$ cat src/rtl/hashout_reader.sv
// ---------------------------------------------------------------------------
// hashout_reader
//   Drains the hashout FIFO, assembles WORDS_PER_HASH consecutive words into a
//   single heavyhash result (first word in the least-significant slice),
//   compares it against the mining target and offers it on a valid/ready port
//   with a 32-bit sequence index.
//
// Ports
//   clk              in   global clock
//   rst_n            in   asynchronous active-low reset
//   hashout_empty    in   FIFO empty flag
//   hashout_dout     in   FIFO read data, valid the cycle after hashout_re
//   hashout_re       out  FIFO read enable (combinational)
//   target           in   unsigned mining target, sampled in CMP only
//   res_valid        out  result available
//   res_ready        in   downstream accepts result
//   res_hash         out  assembled hash
//   res_meets_target out  res_hash <= target
//   res_index        out  sequence number of this result
//
// States
//   S_READ | issue FIFO reads and capture returning words
//   S_CMP  | one cycle: compare against target, load result registers
//   S_OUT  | hold result until res_ready, then bump index and restart
// ---------------------------------------------------------------------------
module hashout_reader #(
    parameter int WORD_W         = 64,
    parameter int WORDS_PER_HASH = 4
) (
    input  logic                               clk,
    input  logic                               rst_n,
    input  logic                               hashout_empty,
    input  logic [WORD_W-1:0]                  hashout_dout,
    output logic                               hashout_re,
    input  logic [WORD_W*WORDS_PER_HASH-1:0]   target,
    output logic                               res_valid,
    input  logic                               res_ready,
    output logic [WORD_W*WORDS_PER_HASH-1:0]   res_hash,
    output logic                               res_meets_target,
    output logic [31:0]                        res_index
);

    localparam int HASH_W = WORD_W * WORDS_PER_HASH;
    localparam int CNT_W  = $clog2(WORDS_PER_HASH + 1);

    localparam logic [CNT_W-1:0] C_WORDS = CNT_W'(WORDS_PER_HASH);
    localparam logic [CNT_W-1:0] C_LAST  = CNT_W'(WORDS_PER_HASH - 1);

    typedef enum logic [1:0] {
        S_READ = 2'd0,
        S_CMP  = 2'd1,
        S_OUT  = 2'd2
    } state_t;

    state_t              r_state;
    state_t              w_state_nxt;
    logic [CNT_W-1:0]    r_issued;
    logic [CNT_W-1:0]    r_captured;
    logic                r_rd_pending;
    logic [HASH_W-1:0]   r_assembled;
    logic                r_res_valid;
    logic [HASH_W-1:0]   r_res_hash;
    logic                r_res_meets;
    logic [31:0]         r_res_index;
    logic                w_accept;

    assign res_valid        = r_res_valid;
    assign res_hash         = r_res_hash;
    assign res_meets_target = r_res_meets;
    assign res_index        = r_res_index;

    always_ff @(posedge clk or negedge rst_n) begin
        if (!rst_n) begin
            r_state <= S_READ;
        end else begin
            r_state <= w_state_nxt;
        end
    end

    always_comb begin
        w_state_nxt = r_state;
        hashout_re  = 1'b0;
        w_accept    = 1'b0;
        case (r_state)
            S_READ: begin
                hashout_re = !hashout_empty && (r_issued < C_WORDS);
                // The final word lands this cycle; the compare runs next.
                if (r_rd_pending && (r_captured == C_LAST)) begin
                    w_state_nxt = S_CMP;
                end
            end
            S_CMP: begin
                w_state_nxt = S_OUT;
            end
            S_OUT: begin
                if (r_res_valid && res_ready) begin
                    w_accept    = 1'b1;
                    w_state_nxt = S_READ;
                end
            end
            default: begin
                w_state_nxt = S_READ;
            end
        endcase
    end

    always_ff @(posedge clk or negedge rst_n) begin
        if (!rst_n) begin
            r_issued     <= '0;
            r_captured   <= '0;
            r_rd_pending <= 1'b0;
            r_assembled  <= '0;
            r_res_valid  <= 1'b0;
            r_res_hash   <= '0;
            r_res_meets  <= 1'b0;
            r_res_index  <= '0;
        end else begin
            r_rd_pending <= hashout_re;
            if (hashout_re) begin
                r_issued <= r_issued + 1'b1;
            end
            // A read issued before empty rose still returns data here.
            if (r_rd_pending) begin
                for (int k = 0; k < WORDS_PER_HASH; k++) begin
                    if (r_captured == CNT_W'(k)) begin
                        r_assembled[k*WORD_W +: WORD_W] <= hashout_dout;
                    end
                end
                r_captured <= r_captured + 1'b1;
            end
            if (r_state == S_CMP) begin
                r_res_meets <= (r_assembled <= target);
                r_res_hash  <= r_assembled;
                r_res_valid <= 1'b1;
            end
            if (w_accept) begin
                r_res_valid <= 1'b0;
                r_res_index <= r_res_index + 32'd1;
                r_issued    <= '0;
                r_captured  <= '0;
            end
        end
    end

endmodule

$ cat config.mk
export PLATFORM = sky130hd
export DESIGN_NAME = hashout_reader
export DESIGN_NICKNAME = d
export VERILOG_FILES = /design/src/rtl/hashout_reader.sv
export SDC_FILE = /design/constraint.sdc
export NUM_CORES = 1
export LEC_CHECK = 0
export CORE_AREA = 2 2 242 244
export DETAILED_ROUTE_END_ITERATION = 12
export DIE_AREA = 0 0 244 246
export GPL_TIMING_DRIVEN = 1
export PLACE_DENSITY_LB_ADDON = 0.25
export SLEW_MARGIN = 15
export SYNTH_ARGS = -nofsm -noshare
export SYNTH_HDL_FRONTEND = slang
export SYNTH_SLANG_ARGS = --single-unit
$ cat constraint.sdc
create_clock -name clk -period 2.9 [get_ports clk]
set_clock_uncertainty 0.05 [all_clocks]
set_input_delay 0.58 -clock clk [delete_from_list [all_inputs] [get_ports clk]]
set_output_delay 0.58 -clock clk [all_outputs]
set_load 0.01 [all_outputs]
==> results of run 1 <==
-- worst reg2reg max path: cells and delay by family (launching register included) --
| family | cells | cell delay, ns |
|---|---|---|
| AND/OR/NAND/NOR | 4 | 0.75 |
| buffers and inverters | 3 | 0.52 |
| AO/OA/AOI/OAI | 4 | 0.52 |
| flip-flops | 1 | 0.44 |
| adder cells (fa/ha/maj) | 1 | 0.33 |
-- how the worst max path moves through the flow --
stage	from	to	slack, ns	cells past startpoint
5_1_grt	target[93]	res_meets_target$_DFFE_PN0P_	-0.03	11
3_3_place_gp	target[15]	res_meets_target$_DFFE_PN0P_	-0.81	13
6_report	target[93]	res_meets_target$_DFFE_PN0P_	0.1	11
4_1_cts	r_assembled[43]$_DFFE_PN0P_	res_meets_target$_DFFE_PN0P_	0.05	12
2_1_floorplan	target[129]	res_meets_target$_DFFE_PN0P_	0.43	10
3_5_place_dp	target[14]	res_meets_target$_DFFE_PN0P_	-0.83	13
-- state kept, by name (all words and copies together), names as in the netlist --
register / count
r_issued: 3
r_rd_pending: 1
r_state: 2
res_meets_target: 1
r_assembled: 256
r_captured: 3
res_index: 32
res_valid: 1
res_hash: 256
-- power by group through the flow --
stage | logic (uW) | registers, uW | clock network, uW
6_report | 13500 | 13800 | 7380
3_3_place_gp | 12900 | 13700 | 0
4_1_cts | 13500 | 13800 | 7510
3_5_place_dp | 13400 | 13900 | 0
2_1_floorplan | 6320 | 13600 | 0
5_1_grt | 14900 | 14200 | 7830
-- per-layer routing --
| layer | vias to the layer above | routed length, um |
|---|---|---|
| met4 | 10 | 3690 |
| met2 | 773 | 44000 |
| met1 | 11200 | 36700 |
| met5 | - | 62 |
| li1 | 10500 | - |
| met3 | 163 | 6930 |
-- synthesized netlist by cell type (all sizes together) (5+ instances only) --
cell type and count:
nor2b 6, a221oi 5, xnor2 24, clkbuf 82
nand3 38, and3 11, xor2 9, nand4 65
inv 265, mux2 257, a21oi 93, ha 263
o21ai 35, nor3 16, a21o 22, nor4 14
a211oi 13, nand2 846, nor2 49, and4 5
dfrtp 555
-- final cells by class --
cell class / instances / area [sq um]
fill: 4504 / 20100
sequential: 555 / 13900
multi-input combinational: 1816 / 12300
timing repair buffer: 740 / 7290
clock buffer: 97 / 1810
inverter: 265 / 995
tap: 765 / 957
clock inverter: 8 / 68.8
antenna: 13 / 32.5
-- through the flow --
step | cells | total power, uW | utilization, % | TNS [ns] | hold slack, ns
global placement | 4138 | 26600 | 61.5 | -0.809 | 0.406
CTS | 4244 | 34800 | 64.8 | 0 | 0.426
detailed placement | 4138 | 27200 | 61.5 | -0.827 | 0.411
floorplan | 2722 | 19900 | - | 0 | 0.234
finish | 4259 | 34700 | 65.0 | 0 | 0.424
global route | 4258 | 36900 | 65.0 | -0.0284 | 0.442
-- timing repair --
action | in CTS | in global routing
buffers inserted | 0 | 2
pin swaps | 0 | 5
hold endpoints to repair | 45 | 0
resized for setup | 5 | 11
gates cloned | 0 | 0
hold buffers | 1 | 0
setup endpoints to repair | 1 | 1
-- logic make-up (layout without fill, tap and decap cells) --
logic type | count (synthesis) | count (layout) | share of synthesized area [%]
AOI/OAI and AO/OA | 200 | 200 | 4.42
other | 0 | 13 | 0
adders and majority gates | 263 | 263 | 12.0
DFF | 555 | 555 | 50.8
muxes | 259 | 259 | 10.7
xor gates and xnor gates | 33 | 33 | 1.06
and+or+nand+nor | 1061 | 1061 | 16.2
buffers and inverters | 351 | 1110 | 4.85
==> results.cfg, run 1 <==
[run_status]
outcome = finished, final reports clean

[sta]
hold_viol = 0
worst_pin_slew_ns = 0.824
min_period_over_period_pct = 96.7
worst_slack_ns = 0.0960
drv_slew = 0
layout_min_cycle_time_ns = 2.80
setup_violations = 0
max_slew_margin_pct = 45.1
fmax_ghz = 0.357

[global_routing]
grt_use_met2_pct = 50.3
grt_pass1_vias = 23000
gr-total-overflow = 0
use_met1_pct = 37.7
grt_pass1_wl_mm = 138
antenna_found_initial = 18
gr-usage-all-layers_pct = 30.2
grt-busiest-layer = met2
grt_max_degree = 149
gr-usage-met3_pct = 7.36

[clocking]
clock_latency_ns = 0.61
cts_tree = done
cts_root_buffer = clkbuf_16
ctsLongestPathBuffers = 3
htree_num_levels = 2
clk_pin_slew_worst_paths_ns = 0.06
cts_inserted_buffers = 59
cts_sinks = 555

[floorplan]
ios = 615
placementRows = 88
start_util_pct = 47.7
die_x_um = 244
die_h_um = 246
die_area_sq_um = 60000
core_area_sq_um = 57400

[job]
maxCapViolations = 0

[placement]
dp_slack_ns = -0.827
numPortBuffers = 614
gp_congestion = 0.987
dp.final_hpwl_mm = 69.2
postPlaceCellArea_sq_um = 35300

[power]
leakagePower_uw = 0.0186
power.share.sequential_pct = 39.8
ir_drop_mv = 0.669
comb_power_share_pct = 39.0
power.density_nw_per_um2 = 931
power.switching_uw = 12200
p_clk_share_pct = 21.2
internal_power_uw = 22600
swShare_pct = 35.1

[synthesis]
synthArstFlopShare_pct = 100
synth_top_area_share_pct = 50.8
yosysWarnings = 0
seq_area_frac_synth_pct = 50.8
synth_fp_nets = 3309
syn_area_per_cell_sq_um = 10.0
synth_edf_count = 0
ys_seq_elements = 555
synth_ff_type = dfrtp_1
synth_cell_type_count = 54
post-synth-top-area-cell = dfrtp_1
synthTopCellsByArea = dfrtp_1 (51%), ha_1 (12%), nand2_1 (12%)
syn-cell-area_sq_um = 27300
syn_inst = 2722

[detailed_routing]
drt-pass1-iter-count = 8
drt-total-wl_mm = 91.4
vias = 22600
vias_per_cell = 5.30
drc = 0
drtIter0Drc = 1366
ant_nets = 0
wl_per_cell_um = 21.5

[worst_setup_path]
crit_slowest_cell = clkdlybuf4s50_1
cp_max_fo = 2
critical_path_required_ns = 3.38
r2r_slack_ns = 0.15
r2r_start = r_assembled[43]$_DFFE_PN0P_
max_stage_delay_ns = 0.52
cp_top_family = simple AND/OR/NAND/NOR gates
r2r_cells = 12
end_kind = flip-flop
critPathLaunchType = input port
crit_type = in -> reg
cp_common_cell = nand4_1
path_cells = clkdlybuf4s50_1 > inv_1 > ha_1 > nand4_1 > nor4_4 > buf_4 > nand4_1 > or3_4 > o21ai_2 > nor3_1 > a22oi_1
cp_num_buf_inv = 3
arrival_ns = 3.28
reg2reg_to = res_meets_target$_DFFE_PN0P_

[hold_path]
hold_class = reg -> reg
min_from = res_hash[250]$_DFFE_PN0P_
hold_path_depth = 2
holdPathEnd = res_hash[250]$_DFFE_PN0P_

[layout]
final_cell_mix = nand2_1 (842), clkdlybuf4s50_1 (613), dfrtp_1 (555)
syn2layout_area_growth_pct = 36.4
finalInstanceArea_sq_um = 37300
final_common_cell = nand2_1
drive_gt1_share_pct = 13.6
nets = 4024
Power figures use the tool's default switching activity.
==> inputs of run 2 (changes only) <==
--- a/config.mk
+++ b/config.mk
@@ -10,7 +10,6 @@
 export DIE_AREA = 0 0 244 246
 export GPL_TIMING_DRIVEN = 1
 export PLACE_DENSITY_LB_ADDON = 0.25
-export SLEW_MARGIN = 15
 export SYNTH_ARGS = -nofsm -noshare
 export SYNTH_HDL_FRONTEND = slang
 export SYNTH_SLANG_ARGS = --single-unit
==> results of run 2 <==
The final DEF is identical to that of run 1; final timing and power are the same.
==> inputs of run 3 (changes only) <==
--- a/config.mk
+++ b/config.mk
@@ -10,6 +10,7 @@
 export DIE_AREA = 0 0 244 246
 export GPL_TIMING_DRIVEN = 1
 export PLACE_DENSITY_LB_ADDON = 0.25
+export SETUP_SLACK_MARGIN = 0.02
 export SYNTH_ARGS = -nofsm -noshare
 export SYNTH_HDL_FRONTEND = slang
 export SYNTH_SLANG_ARGS = --single-unit
==> results.cfg, run 3 (synthesis gave the netlist of run 1 again) <==
[layout]
layout.area.seq_sq_um = 13900
final_cell_mix = nand2_1 (842), clkdlybuf4s50_1 (613), dfrtp_1 (555)
final_common_cell = nand2_1
finalInstanceArea_sq_um = 37300
multi_input_area_sq_um = 12300
syn2layout_area_growth_pct = 36.5
fin_util_pct = 65.1
fillers = 4500
drive_gt1_share_pct = 13.7
nets = 4025

[clocking]
cts_tree = done
clk_pin_slew_worst_paths_ns = 0.06
ctsLongestPathBuffers = 3
cts_inserted_buffers = 59
clock_latency_ns = 0.60
htree_num_levels = 2
cts_root_buffer = clkbuf_16
cts_sinks = 555

[floorplan]
die_x_um = 244
ios = 615
core_area_sq_um = 57400
start_util_pct = 47.7
placementRows = 88
die_h_um = 246
die_area_sq_um = 60000

[global_routing]
antenna_found_initial = 18
gr-total-overflow = 0
grt_pass1_wl_mm = 138
grt_pass1_vias = 23000
grt_max_degree = 149
gr-usage-all-layers_pct = 30.2

[detailed_routing]
ant_nets = 0
vias_per_cell = 5.32
drtIter0Drc = 1347
drt-pass1-iter-count = 5
vias = 22700
wl_per_cell_um = 21.5
drc = 0
drt-total-wl_mm = 91.4

[power]
p_total_uw = 34800
ir_drop_mv = 0.672
leakagePower_uw = 0.0186
power.density_nw_per_um2 = 932

[placement]
postPlaceCellArea_sq_um = 35300
gp_congestion = 0.987
numPortBuffers = 614
dp.final_hpwl_mm = 69.2

[sta]
hold_viol = 0
layout_min_cycle_time_ns = 2.81
rsz0062_at_grt = false
setup_violations = 0
fmax_ghz = 0.356
drv_slew = 0
min_period_over_period_pct = 96.9
max_slew_margin_pct = 45.7
worst_pin_slew_ns = 0.814

[worst_setup_path]
cp_num_buf_inv = 5
critical_path_required_ns = 3.38
cp_max_fo = 2
path_cells = clkdlybuf4s50_1 > inv_1 > ha_1 > nand4_1 > nor4_4 > buf_4 > buf_4 > a221o_1 > o31ai_4 > buf_4 > a31oi_1 > a211o_1 > a22oi_2
crit_slowest_cell = clkdlybuf4s50_1
end_kind = flip-flop
arrival_ns = 3.29
max_stage_delay_ns = 0.46
cp_top_family = compound AO/OA/AOI/OAI gates
crit_type = in -> reg
cp_common_cell = buf_4
critPathLaunchType = input port

[hold_path]
hold_class = reg -> reg

[job]
maxCapViolations = 0

[run_status]
outcome = finished, final reports clean
==> run 3: path summary, 6_finish.rpt <==
kind / startpoint / to / slack, ns / cells past startpoint
worst min register to register: res_hash[208]$_DFFE_PN0P_ / res_hash[208]$_DFFE_PN0P_ / 0.42 / 2
min in group asynchronous: rst_n / r_assembled[122]$_DFFE_PN0P_ / 0.51 / 2
max in group asynchronous: rst_n / r_assembled[225]$_DFFE_PN0P_ / 1.38 / 3
worst min-delay path: res_hash[208]$_DFFE_PN0P_ / res_hash[208]$_DFFE_PN0P_ / 0.42 / 2
worst max-delay path: target[41] / res_meets_target$_DFFE_PN0P_ / 0.09 / 13
worst max register to register: r_assembled[40]$_DFFE_PN0P_ / res_meets_target$_DFFE_PN0P_ / 0.13 / 11
==> run 3: timing repair <==
item / CTS / global route
setup endpoints to repair: 1 / 1
hold endpoints to repair: 45 / 0
buffers inserted: 0 / 3
gates resized for setup: 5 / 16
pin swaps: 0 / 11
hold buffers: 1 / 0
==> run 3: layout make-up <==
class | instances | share of cell area, %
multi-input cells | 1816 | 32.9
inverters | 265 | 2.66
clock buffers | 97 | 4.85
diodes | 13 | 0.0871
flip-flops and latches | 555 | 37.2
well taps | 765 | 2.56
clock inverters | 8 | 0.184
repair buffers | 741 | 19.5
==> run 3: report_power, final <==
group / switching, uW / leakage (uW) / internal (uW)
Clock: 3080 / 0.000928 / 4300
Combinational: 6340 / 0.0108 / 7230
Sequential: 2790 / 0.00689 / 11000
Total: 12200 / 0.0186 / 22600
==> run 3: routing by layer <==
metal,up-vias,global-route usage [%],share of wire [%]
met5,-,0,0.068
met4,10,12.2,4.1
met1,11200,37.7,40
met2,789,50.3,48
li1,10500,-,-
met3,166,7.36,7.4
==> run 3: per-stage QoR <==
step	worst slack [ns]	std cells	setup TNS (ns)	hold slack [ns]
floorplan	0.431	2722	0	0.234
global placement	-0.809	4138	-0.809	0.406
detailed placement	-0.827	4138	-0.827	0.411
CTS	0.0475	4244	0	0.426
global route	0.00259	4259	0	0.442
finish	0.0895	4260	0	0.423
==> run 3: worst register-to-register path: stages, from the launching register on <==
cell and delay [ns]:
dfrtp_1 0.44, ha_1 0.30, nand4_1 0.18, nor4_4 0.09, buf_4 0.14, buf_4 0.14
a221o_1 0.33, o31ai_4 0.36, buf_4 0.18, a31oi_1 0.07, a211o_1 0.29, a22oi_2 0.11
